[src/rtl/fpu_pkg.sv]
// Shared types, constants and binary16 helpers for the FP16 pipeline.
package fpu_pkg;

   typedef enum logic [2:0] {
      OP_ADD = 3'd0,
      OP_SUB = 3'd1,
      OP_MUL = 3'd2,
      OP_DIV = 3'd3,
      OP_MIN = 3'd4,
      OP_MAX = 3'd5
   } fpu_op_e;

   localparam logic [15:0] FP16_QNAN    = 16'h7E00;
   localparam logic [4:0]  FP16_EXP_MAX = 5'h1F;

   typedef struct packed {
      logic illegal;
      logic zero;
      logic inf;
      logic nan;
   } fpu_flags_t;

   function automatic logic fp16_is_nan(input logic [15:0] x);
      return (x[14:10] == FP16_EXP_MAX) && (x[9:0] != 10'h000);
   endfunction

   function automatic logic fp16_is_inf(input logic [15:0] x);
      return (x[14:10] == FP16_EXP_MAX) && (x[9:0] == 10'h000);
   endfunction

   // Subnormal operands are treated as signed zero by the arithmetic units.
   function automatic logic [15:0] fp16_ftz(input logic [15:0] x);
      return (x[14:10] == 5'h00) ? {x[15], 15'h0000} : x;
   endfunction

   // Sign-magnitude less-than; -0 and +0 compare equal.
   function automatic logic fp16_lt(input logic [15:0] a, input logic [15:0] b);
      logic lt;
      if ((a[14:0] == 15'h0000) && (b[14:0] == 15'h0000)) lt = 1'b0;
      else if (a[15] != b[15]) lt = a[15];
      else if (!a[15]) lt = (a[14:0] < b[14:0]);
      else lt = (a[14:0] > b[14:0]);
      return lt;
   endfunction

   // Round-to-nearest-even of a normalised 14-bit significand (bit 13 hidden,
   // bits 2:0 guard/round/sticky); overflow saturates to Inf, underflow to zero.
   function automatic logic [15:0] fp16_pack(input logic s, input logic signed [6:0] e,
                                             input logic [13:0] m);
      logic [11:0] mr;
      logic signed [6:0] ef;
      logic [15:0] y;
      mr = {1'b0, m[13:3]} + {11'h000, m[2] & (m[1] | m[0] | m[3])};
      ef = mr[11] ? (e + 7'sd1) : e;
      if (ef >= 7'sd31) y = {s, FP16_EXP_MAX, 10'h000};
      else if (ef <= 7'sd0) y = {s, 15'h0000};
      else y = {s, ef[4:0], mr[9:0]};
      return y;
   endfunction

endpackage

[src/rtl/fpu_datapath.sv]
// Combinational FP16 arithmetic: add/mul/div units plus min/max, opcode
// select and result-class flag decode.
module fp_add import fpu_pkg::*; (
   input  logic [15:0] a_i,
   input  logic [15:0] b_i,
   output logic [15:0] y_o
);
   logic [15:0] a_s, b_s, big_s, sml_s;
   logic [4:0]  d_s;
   logic [24:0] sh_s;
   logic [13:0] mb_s, ms_s, norm_s;
   logic [14:0] sum_s;
   logic [3:0]  lz_s;
   logic signed [6:0] e_s;

   // align the smaller operand, add or subtract magnitudes, normalise, round
   always_comb begin
      a_s   = fp16_ftz(a_i);
      b_s   = fp16_ftz(b_i);
      big_s = (a_s[14:0] >= b_s[14:0]) ? a_s : b_s;
      sml_s = (a_s[14:0] >= b_s[14:0]) ? b_s : a_s;
      d_s   = big_s[14:10] - sml_s[14:10];
      mb_s  = {1'b1, big_s[9:0], 3'b000};
      sh_s  = {1'b1, sml_s[9:0], 14'h0000} >> d_s;
      if (sml_s[14:10] == 5'h00) ms_s = 14'h0000;
      else if (d_s > 5'd24) ms_s = 14'h0001;
      else ms_s = sh_s[24:11] | {13'h0000, |sh_s[10:0]};
      sum_s = (big_s[15] == sml_s[15]) ? ({1'b0, mb_s} + {1'b0, ms_s})
                                       : ({1'b0, mb_s} - {1'b0, ms_s});
      lz_s = 4'd0;
      for (int i = 0; i < 14; i++) lz_s = sum_s[i] ? 4'(13 - i) : lz_s;
      e_s = $signed({2'b00, big_s[14:10]});
      if (sum_s[14]) begin
         norm_s = sum_s[14:1] | {13'h0000, sum_s[0]};
         e_s    = e_s + 7'sd1;
      end else begin
         norm_s = sum_s[13:0] << lz_s;
         e_s    = e_s - $signed({3'b000, lz_s});
      end
      if (fp16_is_nan(a_s) || fp16_is_nan(b_s) ||
          (fp16_is_inf(a_s) && fp16_is_inf(b_s) && (a_s[15] != b_s[15]))) y_o = FP16_QNAN;
      else if (fp16_is_inf(a_s)) y_o = a_s;
      else if (fp16_is_inf(b_s)) y_o = b_s;
      else if (big_s[14:10] == 5'h00) y_o = {a_s[15] & b_s[15], 15'h0000};
      else if (sum_s == 15'h0000) y_o = 16'h0000;
      else y_o = fp16_pack(big_s[15], e_s, norm_s);
   end
endmodule

module fp_mul import fpu_pkg::*; (
   input  logic [15:0] a_i,
   input  logic [15:0] b_i,
   output logic [15:0] y_o
);
   logic [15:0] a_s, b_s;
   logic [21:0] p_s;
   logic [13:0] m_s;
   logic signed [6:0] e_s;
   logic s_s;

   // significand product, one-bit normalise, special-case override
   always_comb begin
      a_s = fp16_ftz(a_i);
      b_s = fp16_ftz(b_i);
      s_s = a_s[15] ^ b_s[15];
      p_s = 22'({1'b1, a_s[9:0]}) * 22'({1'b1, b_s[9:0]});
      e_s = $signed({2'b00, a_s[14:10]}) + $signed({2'b00, b_s[14:10]}) - 7'sd15;
      if (p_s[21]) begin
         m_s = {p_s[21:9], |p_s[8:0]};
         e_s = e_s + 7'sd1;
      end else begin
         m_s = {p_s[20:8], |p_s[7:0]};
      end
      if (fp16_is_nan(a_s) || fp16_is_nan(b_s) ||
          (fp16_is_inf(a_s) && (b_s[14:0] == 15'h0000)) ||
          (fp16_is_inf(b_s) && (a_s[14:0] == 15'h0000))) y_o = FP16_QNAN;
      else if (fp16_is_inf(a_s) || fp16_is_inf(b_s)) y_o = {s_s, FP16_EXP_MAX, 10'h000};
      else if ((a_s[14:0] == 15'h0000) || (b_s[14:0] == 15'h0000)) y_o = {s_s, 15'h0000};
      else y_o = fp16_pack(s_s, e_s, m_s);
   end
endmodule

module fp_div import fpu_pkg::*; (
   input  logic [15:0] a_i,
   input  logic [15:0] b_i,
   output logic [15:0] y_o
);
   logic [15:0] a_s, b_s;
   logic [24:0] num_s, den_s;
   logic [14:0] q_s;
   logic [10:0] r_s;
   logic [13:0] m_s;
   logic signed [6:0] e_s;
   logic s_s;

   // long division of significands with remainder folded into sticky
   always_comb begin
      a_s   = fp16_ftz(a_i);
      b_s   = fp16_ftz(b_i);
      s_s   = a_s[15] ^ b_s[15];
      num_s = {1'b1, a_s[9:0], 14'h0000};
      den_s = {14'h0000, 1'b1, b_s[9:0]};
      q_s   = 15'(num_s / den_s);
      r_s   = 11'(num_s % den_s);
      e_s   = $signed({2'b00, a_s[14:10]}) - $signed({2'b00, b_s[14:10]}) + 7'sd15;
      if (q_s[14]) begin
         m_s = {q_s[14:2], (|q_s[1:0]) | (r_s != 11'h000)};
      end else begin
         m_s = {q_s[13:1], q_s[0] | (r_s != 11'h000)};
         e_s = e_s - 7'sd1;
      end
      if (fp16_is_nan(a_s) || fp16_is_nan(b_s) ||
          (fp16_is_inf(a_s) && fp16_is_inf(b_s)) ||
          ((a_s[14:0] == 15'h0000) && (b_s[14:0] == 15'h0000))) y_o = FP16_QNAN;
      else if (fp16_is_inf(a_s) || (b_s[14:0] == 15'h0000)) y_o = {s_s, FP16_EXP_MAX, 10'h000};
      else if ((a_s[14:0] == 15'h0000) || fp16_is_inf(b_s)) y_o = {s_s, 15'h0000};
      else y_o = fp16_pack(s_s, e_s, m_s);
   end
endmodule

module fpu_datapath import fpu_pkg::*; (
   input  logic [15:0] op_a_i,
   input  logic [15:0] op_b_i,
   input  logic [2:0]  op_i,
   output logic [15:0] res_o,
   output fpu_flags_t  flags_o
);
   fpu_op_e     op_s;
   logic [15:0] b_add_s, add_s, mul_s, div_s, min_s, max_s;
   logic        nan_in_s;

   assign op_s    = fpu_op_e'(op_i);
   assign b_add_s = (op_s == OP_SUB) ? {~op_b_i[15], op_b_i[14:0]} : op_b_i;

   fp_add u_add (.a_i(op_a_i), .b_i(b_add_s), .y_o(add_s));
   fp_mul u_mul (.a_i(op_a_i), .b_i(op_b_i),  .y_o(mul_s));
   fp_div u_div (.a_i(op_a_i), .b_i(op_b_i),  .y_o(div_s));

   // min/max compare, opcode select and flag decode of the selected result
   always_comb begin
      nan_in_s = fp16_is_nan(op_a_i) || fp16_is_nan(op_b_i);
      min_s    = nan_in_s ? FP16_QNAN : (fp16_lt(op_b_i, op_a_i) ? op_b_i : op_a_i);
      max_s    = nan_in_s ? FP16_QNAN : (fp16_lt(op_a_i, op_b_i) ? op_b_i : op_a_i);
      case (op_s)
         OP_ADD, OP_SUB: res_o = add_s;
         OP_MUL:         res_o = mul_s;
         OP_DIV:         res_o = div_s;
         OP_MIN:         res_o = min_s;
         OP_MAX:         res_o = max_s;
         default:        res_o = 16'h0000;
      endcase
      flags_o.nan     = fp16_is_nan(res_o);
      flags_o.inf     = fp16_is_inf(res_o);
      flags_o.zero    = (res_o[14:0] == 15'h0000);
      flags_o.illegal = (op_i > 3'd5);
   end
endmodule

[src/rtl/fpu_pipe_chk.sv]
// Occupancy counter cross-check against the stage valid bits.
module fpu_pipe_chk #(
   parameter int DEPTH = 3,
   parameter int CNT_W = 2
) (
   input logic             clk_i,
   input logic             reset_i,
   input logic [DEPTH-1:0] valid_i,
   input logic [CNT_W-1:0] occ_i
);
   // the registered counter must always equal the number of valid stages
   always @(posedge clk_i) begin
      assert (!reset_i || ($countones(valid_i) == int'(occ_i)));
   end
endmodule

[src/rtl/fpu_pipe.sv]
// Elastic FP16 pipeline: DEPTH register stages with a combinational ready
// chain, bubble collapsing, tags, result flags and an occupancy counter.
module fpu_pipe import fpu_pkg::*; #(
   parameter int DEPTH = 3,
   parameter int TAG_W = 2,
   parameter int CNT_W = $clog2(DEPTH + 1)
) (
   input  logic             clk,
   input  logic             reset,
   input  logic             in_valid,
   output logic             in_ready,
   input  logic [15:0]      opA,
   input  logic [15:0]      opB,
   input  logic [2:0]       op,
   input  logic [TAG_W-1:0] tag_i,
   output logic             out_valid,
   input  logic             out_ready,
   output logic [15:0]      result,
   output logic [TAG_W-1:0] tag_o,
   output logic [3:0]       flags_o,
   output logic [CNT_W-1:0] occupancy_o,
   output logic             empty_o
);
   typedef struct packed {
      logic [15:0]      res;
      logic [TAG_W-1:0] tag;
      fpu_flags_t       flags;
   } stage_t;

   logic [DEPTH:1]   valid_q, valid_d, adv_s;
   stage_t           data_q [1:DEPTH];
   stage_t           data_d [1:DEPTH];
   stage_t           st0_s;
   logic [15:0]      dp_res_s;
   fpu_flags_t       dp_flags_s;
   logic [CNT_W-1:0] occ_q, occ_d;
   logic             empty_q, empty_d, accept_s, drain_s;

   fpu_datapath u_dp (.op_a_i(opA), .op_b_i(opB), .op_i(op), .res_o(dp_res_s), .flags_o(dp_flags_s));

   assign st0_s    = '{res: dp_res_s, tag: tag_i, flags: dp_flags_s};
   assign in_ready = adv_s[1] & reset;
   assign accept_s = in_valid & in_ready;
   assign drain_s  = valid_q[DEPTH] & out_ready;

   // ready chain: a stage may take new data if it is empty or its successor moves
   always_comb begin
      adv_s        = '0;
      adv_s[DEPTH] = !valid_q[DEPTH] | out_ready;
      for (int k = DEPTH - 1; k >= 1; k--) adv_s[k] = !valid_q[k] | adv_s[k + 1];
   end

   // next state for stage valids/payloads, occupancy and empty
   always_comb begin
      valid_d[1] = adv_s[1] ? accept_s : valid_q[1];
      data_d[1]  = (adv_s[1] & accept_s) ? st0_s : data_q[1];
      for (int k = 2; k <= DEPTH; k++) begin
         valid_d[k] = adv_s[k] ? valid_q[k - 1] : valid_q[k];
         data_d[k]  = (adv_s[k] & valid_q[k - 1]) ? data_q[k - 1] : data_q[k];
      end
      case ({accept_s, drain_s})
         2'b10:   occ_d = occ_q + CNT_W'(1);
         2'b01:   occ_d = occ_q - CNT_W'(1);
         default: occ_d = occ_q;
      endcase
      empty_d = (occ_d == '0);
   end

   // pipeline and counter registers with synchronous active-low reset
   always_ff @(posedge clk) begin
      if (!reset) begin
         valid_q <= '0;
         for (int k = 1; k <= DEPTH; k++) data_q[k] <= '0;
         occ_q   <= '0;
         empty_q <= 1'b1;
      end else begin
         valid_q <= valid_d;
         data_q  <= data_d;
         occ_q   <= occ_d;
         empty_q <= empty_d;
      end
   end

   assign out_valid   = valid_q[DEPTH];
   assign result      = data_q[DEPTH].res;
   assign tag_o       = data_q[DEPTH].tag;
   assign flags_o     = data_q[DEPTH].flags;
   assign occupancy_o = occ_q;
   assign empty_o     = empty_q;

   fpu_pipe_chk #(.DEPTH(DEPTH), .CNT_W(CNT_W)) u_chk (
      .clk_i(clk), .reset_i(reset), .valid_i(valid_q), .occ_i(occ_q)
   );
endmodule

[config.mk]
export PLATFORM = sky130hd
export DESIGN_NAME = fpu_pipe
export DESIGN_NICKNAME = d
export VERILOG_FILES = /design/src/rtl/fpu_pkg.sv /design/src/rtl/fpu_datapath.sv /design/src/rtl/fpu_pipe_chk.sv /design/src/rtl/fpu_pipe.sv
export SDC_FILE = /design/constraint.sdc
export NUM_CORES = 1
export LEC_CHECK = 0
export CAP_MARGIN = 30
export CORE_MARGIN = 2
export CORE_UTILIZATION = 66
export CTS_BUF_LIST = sky130_fd_sc_hd__clkbuf_4 sky130_fd_sc_hd__clkbuf_8
export CTS_CLUSTER_SIZE = 40
export DETAILED_ROUTE_END_ITERATION = 6
export HOLD_SLACK_MARGIN = 0.03
export PLACE_DENSITY = 0.86
export SETUP_SLACK_MARGIN = 0.05
export SLEW_MARGIN = 20
export SYNTH_ARGS = -nofsm -noshare
export SYNTH_HDL_FRONTEND = slang
export SYNTH_SLANG_ARGS = --single-unit
[constraint.sdc]
create_clock -name clk -period 90.2 [get_ports clk]
set_input_delay 9.02 -clock clk [delete_from_list [all_inputs] [get_ports clk]]
set_output_delay 9.02 -clock clk [all_outputs]
set_load 0.05 [all_outputs]
==> impl_metrics.json, run 1 <==
{
  "outcome": "finished with violations",
  "violations": "design-rule violations",
  "final_nets": 3937,
  "synth-simple-area-share_pct": 25.56,
  "grt_pass1_wl_um": 138700,
  "hold_ws_ns": 0.4450,
  "overflow": 0,
  "final-setup-viol-count": 0,
  "crit_fanout": 23,
  "final.setup.tns_ns": 0,
  "postSynthAreaPerCell_um2": 7.021,
  "nFillCells": 3145,
  "hold_class": "reg2reg",
  "postCtsHoldBufs": 0,
  "area_delta_synth_final_pct": 4.481,
  "cts_resized": 0,
  "io_pins": 68,
  "arrival_ns": 56.46,
  "cts_root_buffer": "clkbuf_8",
  "critPathSlowestCell": "a211oi_4",
  "clockBufferDepth": 2,
  "cp.required_ns": 90.49,
  "dp_slack_ns": 34.55,
  "gp_congestion": 1.022,
  "yosysSeqAreaShare_pct": 5.711,
  "grt_max_degree": 56,
  "fmax_mhz": 17.80,
  "cts_setup_buffers": 0,
  "slew_viol_final": 0,
  "start_util_pct": 67.01,
  "multiInputGateArea_um2": 22080,
  "ys_async_sr_fraction_pct": 0,
  "htreeDepth": 3,
  "cts_buffers": 9,
  "synthCells": 3595,
  "tritoncts": "built",
  "maxCapViolCount": 0,
  "synth_compound_area_share_pct": 29.74,
  "dieArea_um2": 39820,
  "numClockSinks": 72,
  "io_buffers": 67,
  "yosysWarnings": 0,
  "dr.pass1.iters": 7,
  "std_cell_rows": 71,
  "synth-edff-count": 0,
  "ys_seq_elements": 72,
  "synthesis.nets": 3987,
  "vias": 28230,
  "cp_common_cell": "o21ai_0",
  "path_clk_slew_ns": 0.07,
  "layout_common_cells": "nand2_1 (397), nor2_1 (386), ha_1 (266)",
  "muxShareOfSynthArea_pct": 4.531,
  "grt_pass1_vias": 26970,
  "placed_cell_area_um2": 26080,
  "drive_gt1_share_pct": 5.549,
  "end_kind": "register",
  "wl_per_cell_um": 21.42,
  "synth_xor_area_share_pct": 7.600,
  "cp-start-kind": "input port",
  "wl_met3_um": 10150,
  "antenna_found_initial": 4,
  "drc": 19,
  "synth_ff_type": "dfxtp_1",
  "dr_wl_met2_um": 38280,
  "drt_iter0_drc": 3025,
  "detail_route.vias_per_cell": 6.945,
  "routed.top_layer": "met4",
  "rsz0062_at_grt": "false",
  "final_common_cell": "nand2_1",
  "met1_length_um": 34590,
  "slew_headroom_pct": 28.59,
  "wl_um": 87060,
  "netlist_area_um2": 25240,
  "skew_ns": 0.005567,
  "worst_slew_pin_slew_ns": 1.058,
  "slowest_delay_ns": 0.87,
  "core_um2": 37670,
  "die_x_um": 199.6,
  "die_y_um": 199.6,
  "post-route-min-period_ns": 56.17,
  "stdcell_area_um2": 26370,
  "drtAntennaViolNets": 0,
  "insertion_delay_ns": 0.35,
  "grt_usage_pct": 43.10,
  "finalHoldViolCount": 0,
  "synth.distinct_cells": 124,
  "critPathKind": "in2reg",
  "synth_top_family_by_area": "compound AO/OA/AOI/OAI gates",
  "dp_hpwl_um": 68550,
  "register_area_um2": 1441,
  "synthAdderAreaFrac_pct": 19.93,
  "final.setup.worst_slack_ns": 34.03,
  "period_share_pct": 62.27
}
==> path summary, 6_finish.rpt <==
check | startpoint | end | slack (ns) | depth (start not counted)
min reg2reg | data_q[60] | data_q[60] | 0.45 | 2
min | data_q[60] | data_q[60] | 0.45 | 2
max reg2reg | valid_q[3] | data_q[45] | 87.53 | 8
max | opA[11] | data_q[46] | 34.03 | 202
==> state kept, by name (all words and copies together) (netlist names) <==
signal	cells
data_q	44
empty_o	1
flags_o	4
occupancy_o	2
result	16
tag_o	2
valid_q	3
==> synth_stat cells (84+ instances only) <==
cell type	instances	share of area (%)
nand2_1	397	5.9
nor2_1	386	5.7
ha_1	266	13
inv_1	253	3.8
a21oi_1	248	4.9
o21ai_0	180	3.6
xnor2_1	140	4.9
clkbuf_1	113	1.7
nor3_1	91	1.8
a21o_1	90	2.7
fa_1	85	6.7
nand3_1	84	1.7
==> per-stage QoR <==
step           utilization, %  cells
6_report                70.01   4065
5_1_grt                 69.98   4061
4_1_cts                 69.94   4059
3_5_place_dp            69.23   4043
3_3_place_gp            69.18   4040
2_1_floorplan               -   3595
==> layout make-up <==
class / count / area share (%)
clock inverter: 6 / 0.4935
timing repair buffer: 105 / 3.597
sequential: 72 / 5.466
multi-input combinational: 3094 / 83.72
antenna: 4 / 0.03796
tap: 511 / 2.425
clock buffer: 10 / 0.5219
inverter: 263 / 3.744
==> layer usage <==
| layer | vias up | track usage (%) |
|---|---|---|
| met5 | - | 0 |
| met4 | 0 | 18.96 |
| met3 | 369 | 9.705 |
| met2 | 1792 | 68.43 |
| met1 | 13180 | 55.85 |
| li1 | 12890 | - |
==> worst max-delay path: cells and delay by family <==
| kind | cells | cell delay, ns |
|---|---|---|
| mux | 2 | 0.50 |
| simple gates | 73 | 16.09 |
| buf+inv | 11 | 2.06 |
| compound gates | 102 | 23.70 |
| fa+ha+maj | 14 | 4.98 |
==> kinds of logic (layout without fill, tap and decap cells) <==
family                   Yosys count  after routing
AO/OA/AOI/OAI                   1089           1089
XOR/XNOR                         219            219
adder cells (fa/ha/maj)          351            351
buffers and inverters            429            384
flip-flops                        72             72
multiplexers                      99             99
other                              0              4
AND/OR/NAND/NOR                 1336           1336
Power of run 1 is not shown: default switching activity piles up to over one toggle a cycle in this logic, so the estimate is an artifact.
==> inputs of run 2 (changes only) <==
Settings changed: CORE_UTILIZATION 66 to 60, PLACE_DENSITY 0.86 to 0.83.
Clock period 90.2 ns to 46.3 ns, I/O delays scaled along.
==> run 2 against run 1 <==
Against the previous run:
- critical path depth stayed put
- critical endpoint unchanged
- die area increased by 9.8%
- the run now ends clean
- routed wire length decreased by 8.2%
==> impl_metrics.json, run 2 (synthesis results as in run 1) <==
{
  "critPathSlowestCell": "or4_1",
  "drc": 0,
  "post-route-min-period_ns": 43.46,
  "final.setup.worst_slack_ns": 2.841,
  "area_delta_synth_final_pct": 6.524,
  "grt_pass1_wl_um": 129000,
  "slowest_delay_ns": 0.67,
  "slew_headroom_pct": 29.87,
  "path_clk_slew_ns": 0.09,
  "start_util_pct": 60.44,
  "slew_viol_final": 0,
  "die_x_um": 209.1,
  "cts_buffers": 9,
  "drtAntennaViolNets": 0,
  "tritoncts": "built",
  "maxCapViolCount": 0,
  "dr.pass1.iters": 5,
  "fmax_mhz": 23.01,
  "drt_iter0_drc": 3074,
  "final_common_cell": "nand2_1",
  "end_kind": "register",
  "fin_cells": 4139,
  "largest_reg_flops": 44,
  "cp-start-kind": "input port",
  "io_pins": 68,
  "top_register": "data_q",
  "detail_route.vias_per_cell": 6.571,
  "placedCellCount": 4115,
  "drive_gt1_share_pct": 7.639,
  "antenna_cells": 0,
  "std_cell_rows": 75,
  "numClockSinks": 72,
  "finalHoldViolCount": 0,
  "dp_slack_ns": -0.009639,
  "core_um2": 41760,
  "wl_um": 79930,
  "arrival_ns": 43.76,
  "dp_hpwl_um": 63080,
  "skew_ns": 0.01297,
  "outcome": "complete, no violations",
  "critPathKind": "in2reg",
  "overflow": 0,
  "worst_slew_pin_slew_ns": 1.050,
  "cts_root_buffer": "clkbuf_8",
  "htreeDepth": 3,
  "final_nets": 3987,
  "gp_congestion": 1.016,
  "insertion_delay_ns": 0.36,
  "cp.required_ns": 46.60,
  "die_y_um": 209.1,
  "hold_ws_ns": 0.4631,
  "final-setup-viol-count": 0,
  "hold_class": "reg2reg",
  "io_buffers": 67,
  "grt_max_degree": 56,
  "layout_common_cells": "nand2_1 (391), nor2_1 (383), ha_1 (266)",
  "grt_usage_pct": 35.57,
  "clockBufferDepth": 2,
  "crit_fanout": 17,
  "vias": 27200,
  "period_share_pct": 93.86,
  "grt_pass1_vias": 25370,
  "antenna_found_initial": 0,
  "wl_per_cell_um": 19.31,
  "dieArea_um2": 43720
}
-- run 2: through the flow --
stage / utilization, % / setup TNS [ns] / instance area, um2
final: 64.38 / 0 / 26890
after global routing: 64.38 / -0.04863 / 26890
after CTS: 63.81 / 0 / 26640
after detailed placement: 63.33 / -0.009639 / 26450
after global placement: 63.33 / 0 / 26450
after floorplan: - / 0 / 25240
-- run 2: final timing paths --
kind,slack (ns),depth (start not counted),to,start
max,2.84,202,data_q[46],opA[12]
min reg2reg,0.46,1,data_q[64],data_q[64]
max reg2reg,43.52,8,data_q[45],valid_q[3]
min,0.46,1,data_q[64],data_q[64]
-- run 2: routing by layer --
layer  up-vias  wire length, um  part of all wire, %  global-route usage (%)
met2      1289            35190                   44                   58.22
met1     12660            34040                   43                   46.82
met4         0             3484                  4.4                   13.82
met5         -                0                    0                       0
li1      13000                -                    -                       -
met3       250             7213                  9.0                   5.906
-- run 2: repair_timing --
action,in CTS,in global routing
setup endpoints to repair,0,18
resized for setup,0,39
hold buffers,0,0
hold endpoints to repair,0,0
setup buffers,0,6
-- run 2: cell type report --
class                      count  area [um2]
inverter                     263       987.2
clock inverter                 7       73.82
timing repair buffer         153        1329
sequential                    72        1441
fill                        3815       14870
multi-input combinational   3096       22260
tap                          539       674.4
clock buffer                   9       123.9
-- run 2: critical path, delay by kind of cell --
kind	cells	cell delay, ns
multiplexers	5	1.32
adder cells (fa/ha/maj)	14	4.65
buffers and inverters	16	3.03
AND/OR/NAND/NOR	71	11.58
AO/OA/AOI/OAI	96	18.53
Power of run 2 is left out for the same reason.
